**config.mk**
```make
export PLATFORM = sky130hd
export DESIGN_NAME = ex_mem_latch
export DESIGN_NICKNAME = d
export VERILOG_FILES = /design/src/rtl/ex_mem_latch.sv
export SDC_FILE = /design/constraint.sdc
export NUM_CORES = 1
export LEC_CHECK = 0
export ABC_AREA = 1
export CORE_MARGIN = 2
export CORE_UTILIZATION = 44
export CTS_CLUSTER_DIAMETER = 40
export DETAILED_ROUTE_END_ITERATION = 8
export GPL_TIMING_DRIVEN = 0
export PLACE_DENSITY = 0.86
export SYNTH_ARGS = -nofsm -noshare
export SYNTH_HDL_FRONTEND = slang
export SYNTH_SLANG_ARGS = --single-unit
```
**constraint.sdc**
```tcl
create_clock -name memi_clk -period 2.8 [get_ports memi_clk]
set_input_delay 0.56 -clock memi_clk [delete_from_list [all_inputs] [get_ports memi_clk]]
set_output_delay 0.56 -clock memi_clk [all_outputs]
set_load 0.1 [all_outputs]
```
**src/rtl/ex_mem_latch.sv**
```systemverilog
// ex_mem_latch -- EX/MEM pipeline register feeding the memory-access stage.
//
// Holds the instruction, PC, ALU result/address, destination register,
// store data and access type that the MEM stage consumes. It supports:
//   * upstream stall (contents held),
//   * bubble-inserting flush (NOP_INSTR / RWE_IDLE, other fields zero),
//   * a RAM2 hold: a read or write whose address has bit 15 clear targets
//     RAM2, which is shared with instruction fetch. Such an access is kept
//     stable for RAM2_HOLD_CYCLES cycles and the upstream pipeline is told
//     to freeze in the meantime.
//
// Ports:
//   memi_clk                 in   system clock, rising edge
//   memi_rst                 in   asynchronous reset, active low
//   exi_instr/pc/data        in   instruction, PC, ALU result / address from EX
//   exi_wreg_addr            in   destination register
//   exi_write_to_mem_data    in   store data
//   exi_rwe                  in   access type
//   stall_in                 in   hazard-unit stall, hold contents
//   flush_in                 in   replace next load with a bubble
//   exmo_*                   out  registered copies of the exi_* fields
//   exmo_stall_req           out  high while a RAM2 hold is active
//   exmo_hold_cnt            out  remaining hold cycles (debug)
//
// RAM2_HOLD_CYCLES must lie in 1..4 (hold counter is 2 bits wide).

module ex_mem_latch #(
  parameter logic [15:0] NOP_INSTR        = 16'h0800,
  parameter logic [1:0]  RWE_IDLE         = 2'b00,
  parameter logic [1:0]  RWE_RD           = 2'b01,
  parameter logic [1:0]  RWE_WR           = 2'b10,
  parameter int unsigned RAM2_HOLD_CYCLES = 3
) (
  input  logic        memi_clk,
  input  logic        memi_rst,
  input  logic [15:0] exi_instr,
  input  logic [15:0] exi_pc,
  input  logic [15:0] exi_data,
  input  logic [3:0]  exi_wreg_addr,
  input  logic [15:0] exi_write_to_mem_data,
  input  logic [1:0]  exi_rwe,
  input  logic        stall_in,
  input  logic        flush_in,
  output logic [15:0] exmo_instr,
  output logic [15:0] exmo_pc,
  output logic [15:0] exmo_data,
  output logic [3:0]  exmo_wreg_addr,
  output logic [15:0] exmo_write_to_mem_data,
  output logic [1:0]  exmo_rwe,
  output logic        exmo_stall_req,
  output logic [1:0]  exmo_hold_cnt
);

  localparam logic [0:0] ST_IDLE = 1'b0;
  localparam logic [0:0] ST_HOLD = 1'b1;

  localparam logic [1:0] HOLD_INIT = 2'(RAM2_HOLD_CYCLES - 1);
  localparam logic       HOLD_EN   = (RAM2_HOLD_CYCLES > 1);

  logic [15:0] instr_q, instr_d;
  logic [15:0] pc_q, pc_d;
  logic [15:0] data_q, data_d;
  logic [3:0]  wreg_q, wreg_d;
  logic [15:0] wdata_q, wdata_d;
  logic [1:0]  rwe_q, rwe_d;
  logic [0:0]  state_q, state_d;
  logic [1:0]  cnt_q, cnt_d;
  logic        pflush_q, pflush_d;

  // A memory read or write in the lower half of the address space is RAM2.
  function automatic logic is_ram2(input logic [1:0] rwe, input logic [15:0] addr);
    return ((rwe == RWE_RD) || (rwe == RWE_WR)) && !addr[15];
  endfunction

  always_comb begin
    instr_d  = instr_q;
    pc_d     = pc_q;
    data_d   = data_q;
    wreg_d   = wreg_q;
    wdata_d  = wdata_q;
    rwe_d    = rwe_q;
    state_d  = state_q;
    cnt_d    = cnt_q;
    pflush_d = pflush_q;

    if (state_q == ST_HOLD) begin
      // Register frozen; a flush arriving now is remembered and turned into
      // exactly one bubble on the first cycle back in IDLE.
      if (flush_in) begin
        pflush_d = 1'b1;
      end
      cnt_d = cnt_q - 2'd1;
      if (cnt_q == 2'd1) begin
        state_d = ST_IDLE;
      end
    end else begin
      if (flush_in || pflush_q) begin
        instr_d  = NOP_INSTR;
        pc_d     = '0;
        data_d   = '0;
        wreg_d   = '0;
        wdata_d  = '0;
        rwe_d    = RWE_IDLE;
        pflush_d = 1'b0;
      end else if (!stall_in) begin
        instr_d = exi_instr;
        pc_d    = exi_pc;
        data_d  = exi_data;
        wreg_d  = exi_wreg_addr;
        wdata_d = exi_write_to_mem_data;
        rwe_d   = exi_rwe;
        if (HOLD_EN && is_ram2(exi_rwe, exi_data)) begin
          state_d = ST_HOLD;
          cnt_d   = HOLD_INIT;
        end
      end
    end
  end

  always_ff @(posedge memi_clk or negedge memi_rst) begin
    if (!memi_rst) begin
      instr_q  <= NOP_INSTR;
      pc_q     <= '0;
      data_q   <= '0;
      wreg_q   <= '0;
      wdata_q  <= '0;
      rwe_q    <= RWE_IDLE;
      state_q  <= ST_IDLE;
      cnt_q    <= '0;
      pflush_q <= 1'b0;
    end else begin
      instr_q  <= instr_d;
      pc_q     <= pc_d;
      data_q   <= data_d;
      wreg_q   <= wreg_d;
      wdata_q  <= wdata_d;
      rwe_q    <= rwe_d;
      state_q  <= state_d;
      cnt_q    <= cnt_d;
      pflush_q <= pflush_d;
    end
  end

  assign exmo_instr             = instr_q;
  assign exmo_pc                = pc_q;
  assign exmo_data              = data_q;
  assign exmo_wreg_addr         = wreg_q;
  assign exmo_write_to_mem_data = wdata_q;
  assign exmo_rwe               = rwe_q;
  assign exmo_stall_req         = (state_q == ST_HOLD);
  assign exmo_hold_cnt          = cnt_q;

endmodule

```
==> flow_summary.yaml <==
clock_tree:
  cts_inserted_buffers: 9
  cts_hold_buf: 0
  clock_latency_ns: 0.33
  path_clk_slew_ns: 0.08
  cts_resized: 0
  cts.sinks: 74
  htreeDepth: 3
  cts-root-buf: "clkbuf_8"
  cts_setup_buffers: 0
  clockBufferDepth: 2
  cts_tree: "built"
synthesis:
  synth.largest_area_cell: "dfrtp_1"
  synth_cell_type_count: 17
  ys.flop_type: "dfrtp_1"
  async_flop_share_pct: 100
  syn_inst: 334
  syn_area_sq_mm: 0.00308
  yosysWarningCount: 0
  syn_avg_cell_area_sq_um: 9.22
  ys_ff_latch: 74
  synth.area.top_cells: "dfrtp_1 59%, nand3_1 12%, inv_1 9.3%, o21ai_1 8.6%, o21ai_0 2.9%"
  synth_top_area_share_pct: 59.3
  synth_edf_count: 0
  synth_fp_nets: 409
  seq_area_frac_synth_pct: 60.2
drt:
  vias: 2820
  firstDrtPassIters: 4
  drc: 0
  routed_wirelength_um: 8240
  first_iter_violations: 115
  wl_per_cell_um: 13.9
  via_per_inst: 4.76
  ant_nets: 0
setup_path:
  crit_path_max_fanout: 2
  path_delay_family: "buffers and inverters"
  worstPathArrival_ns: 2.00
  path_cells: "clkdlybuf4s50_1"
  path_buf_inv: 1
  critPathLaunchType: "flop"
  crit_path_end_kind: "primary output"
  critPathRequiredTime_ns: 2.24
  worst-setup-path-type: "flop to primary output"
  slowest_stage: "clkdlybuf4s50_1"
  critical_path.max_stage_delay_ns: 1.13
finish:
  num_antenna_cells: 0
  syn2layout_area_growth_pct: 57.5
  post-route-util_pct: 71.4
  finalNetCount: 567
  drive_gt1_share_pct: 6.64
  n_fill_cell: 534
placed_design:
  place_congestion: 0.821
  dp.final_hpwl_um: 6080
  io_buffer_count: 146
floorplan:
  pin_count: 147
  die_y_um: 87.6
  dieWidth_um: 87.6
  die_area_sq_mm: 0.00768
  core_area_sq_mm: 0.00679
  rows: 30
  start_util_pct: 45.3
global_route:
  grt_usage_pct: 22.1
  gr-total-overflow: 0
  grt_max_degree: 60
  grt_pass1_vias: 2803
  grt_pass1_wl_um: 13200
  antenna_found_initial: 0
timing:
  relSlewSlack_pct: 31.6
  finalHoldViolCount: 0
  fin_crit_ns: 2.56
  fmax_ghz: 0.391
  hold_ws_ns: 0.0903
  tightest_slew_ns: 1.02
  finalSetupViolCount: 0
  fin_worst_skew_ns: 0.00553
  rsz0062_at_grt: "false"
  finalCritPeriodShare_pct: 91.3
  maxSlewViolCount: 0
worst_hold_path:
  hold_path_class: "input pin to async pin"
outcome:
  status: "finished, final reports clean"
job:
  drv_cap: 0
==> per-layer routing <==
metal | global-route usage (%) | up-vias | share of wire [%]
li1 | - | 1379 | -
met1 | 29.0 | 1329 | 43
met2 | 36.5 | 105 | 50
met3 | 4.90 | 7 | 5.9
met4 | 7.41 | 0 | 1.0
met5 | 0 | - | 0
==> final timing paths <==
kind | startpoint | endpoint | slack, ns | depth (start not counted)
max in group asynchronous | memi_rst | exmo_instr[11]$_DFFE_PN1P_ | 2.11 | 2
min reg2reg | exmo_instr[11]$_DFFE_PN1P_ | exmo_instr[11]$_DFFE_PN1P_ | 0.48 | 2
min | memi_rst | exmo_pc[5]$_DFFE_PN0P_ | 0.09 | 1
max | exmo_instr[11]$_DFFE_PN1P_ | exmo_instr[11] | 0.24 | 1
min in group memi_clk | exmo_instr[11]$_DFFE_PN1P_ | exmo_instr[11]$_DFFE_PN1P_ | 0.48 | 2
max reg2reg | pflush_q$_DFFE_PN0P_ | exmo_data[7]$_DFFE_PN0P_ | 1.36 | 6
==> layout by cell type, fill, tap and decap left out, types with 6 or more instances in the layout <==
cell type / instances
nand2_1: 8
clkbuf_8: 10
buf_1: 6
nand3_1: 71
clkdlybuf4s50_1: 145
inv_1: 76
clkbuf_1: 6
dfrtp_1: 73
o21ai_1: 53
nor2_1: 6
o21ai_0: 18
buf_4: 9
==> kinds of logic after synthesis <==
family,Yosys count,synth area share (%)
and+or+nand+nor,88,14.0
buffers and inverters,98,13.1
AOI/OAI and AO/OA,73,12.2
adders and majority gates,1,0.406
DFF,74,60.2
==> metrics by stage <==
stage,setup WS (ns),area [sq um],setup TNS [ns],cells
2_1_floorplan,1.00,3080,0,334
3_3_place_gp,-1.33,4660,-97.20,576
3_5_place_dp,0.603,4680,0,577
4_1_cts,0.223,4850,0,593
5_1_grt,0.196,4850,0,593
6_report,0.245,4850,0,593
==> cells in the mapped netlist (2+ instances only) <==
cell / count
o21ai_1: 53
dfrtp_1: 73
buf_1: 6
inv_1: 76
buf_2: 5
nand2_1: 8
buf_4: 8
clkbuf_1: 3
o21ai_0: 18
nand3_1: 71
nor2_1: 6
or2_2: 2
==> flip-flops by register name, summed over array words and instances, names as in the netlist <==
| signal | cells |
|---|---|
| exmo_instr | 16 |
| exmo_rwe | 2 |
| exmo_pc | 16 |
| pflush_q | 1 |
| exmo_hold_cnt | 2 |
| exmo_wreg_addr | 4 |
| exmo_stall_req | 1 |
| exmo_write_to_mem_data | 16 |
| exmo_data | 16 |
==> worst register-to-register path, stage by stage, from the launching register on <==
cell	delay (ns)
dfrtp_1	0.41
nor2_4	0.26
a21oi_4	0.11
buf_4	0.19
buf_4	0.18
nand3_1	0.07
o21ai_0	0.09
==> layout make-up <==
cell class | instances | area (sq um) | share of cell area (%)
buffer | 22 | 119 | 2.45
clock buffer | 13 | 149 | 3.07
clock inverter | 3 | 15.0 | 0.310
inverter | 76 | 285 | 5.88
multi-input combinational | 162 | 821 | 16.9
sequential | 74 | 1850 | 38.2
tap | 96 | 120 | 2.48
timing repair buffer | 147 | 1490 | 30.7
Power is left out: the tool's default activity adds up to more than one toggle a clock period on the data nets, which glitch-free logic cannot reach.
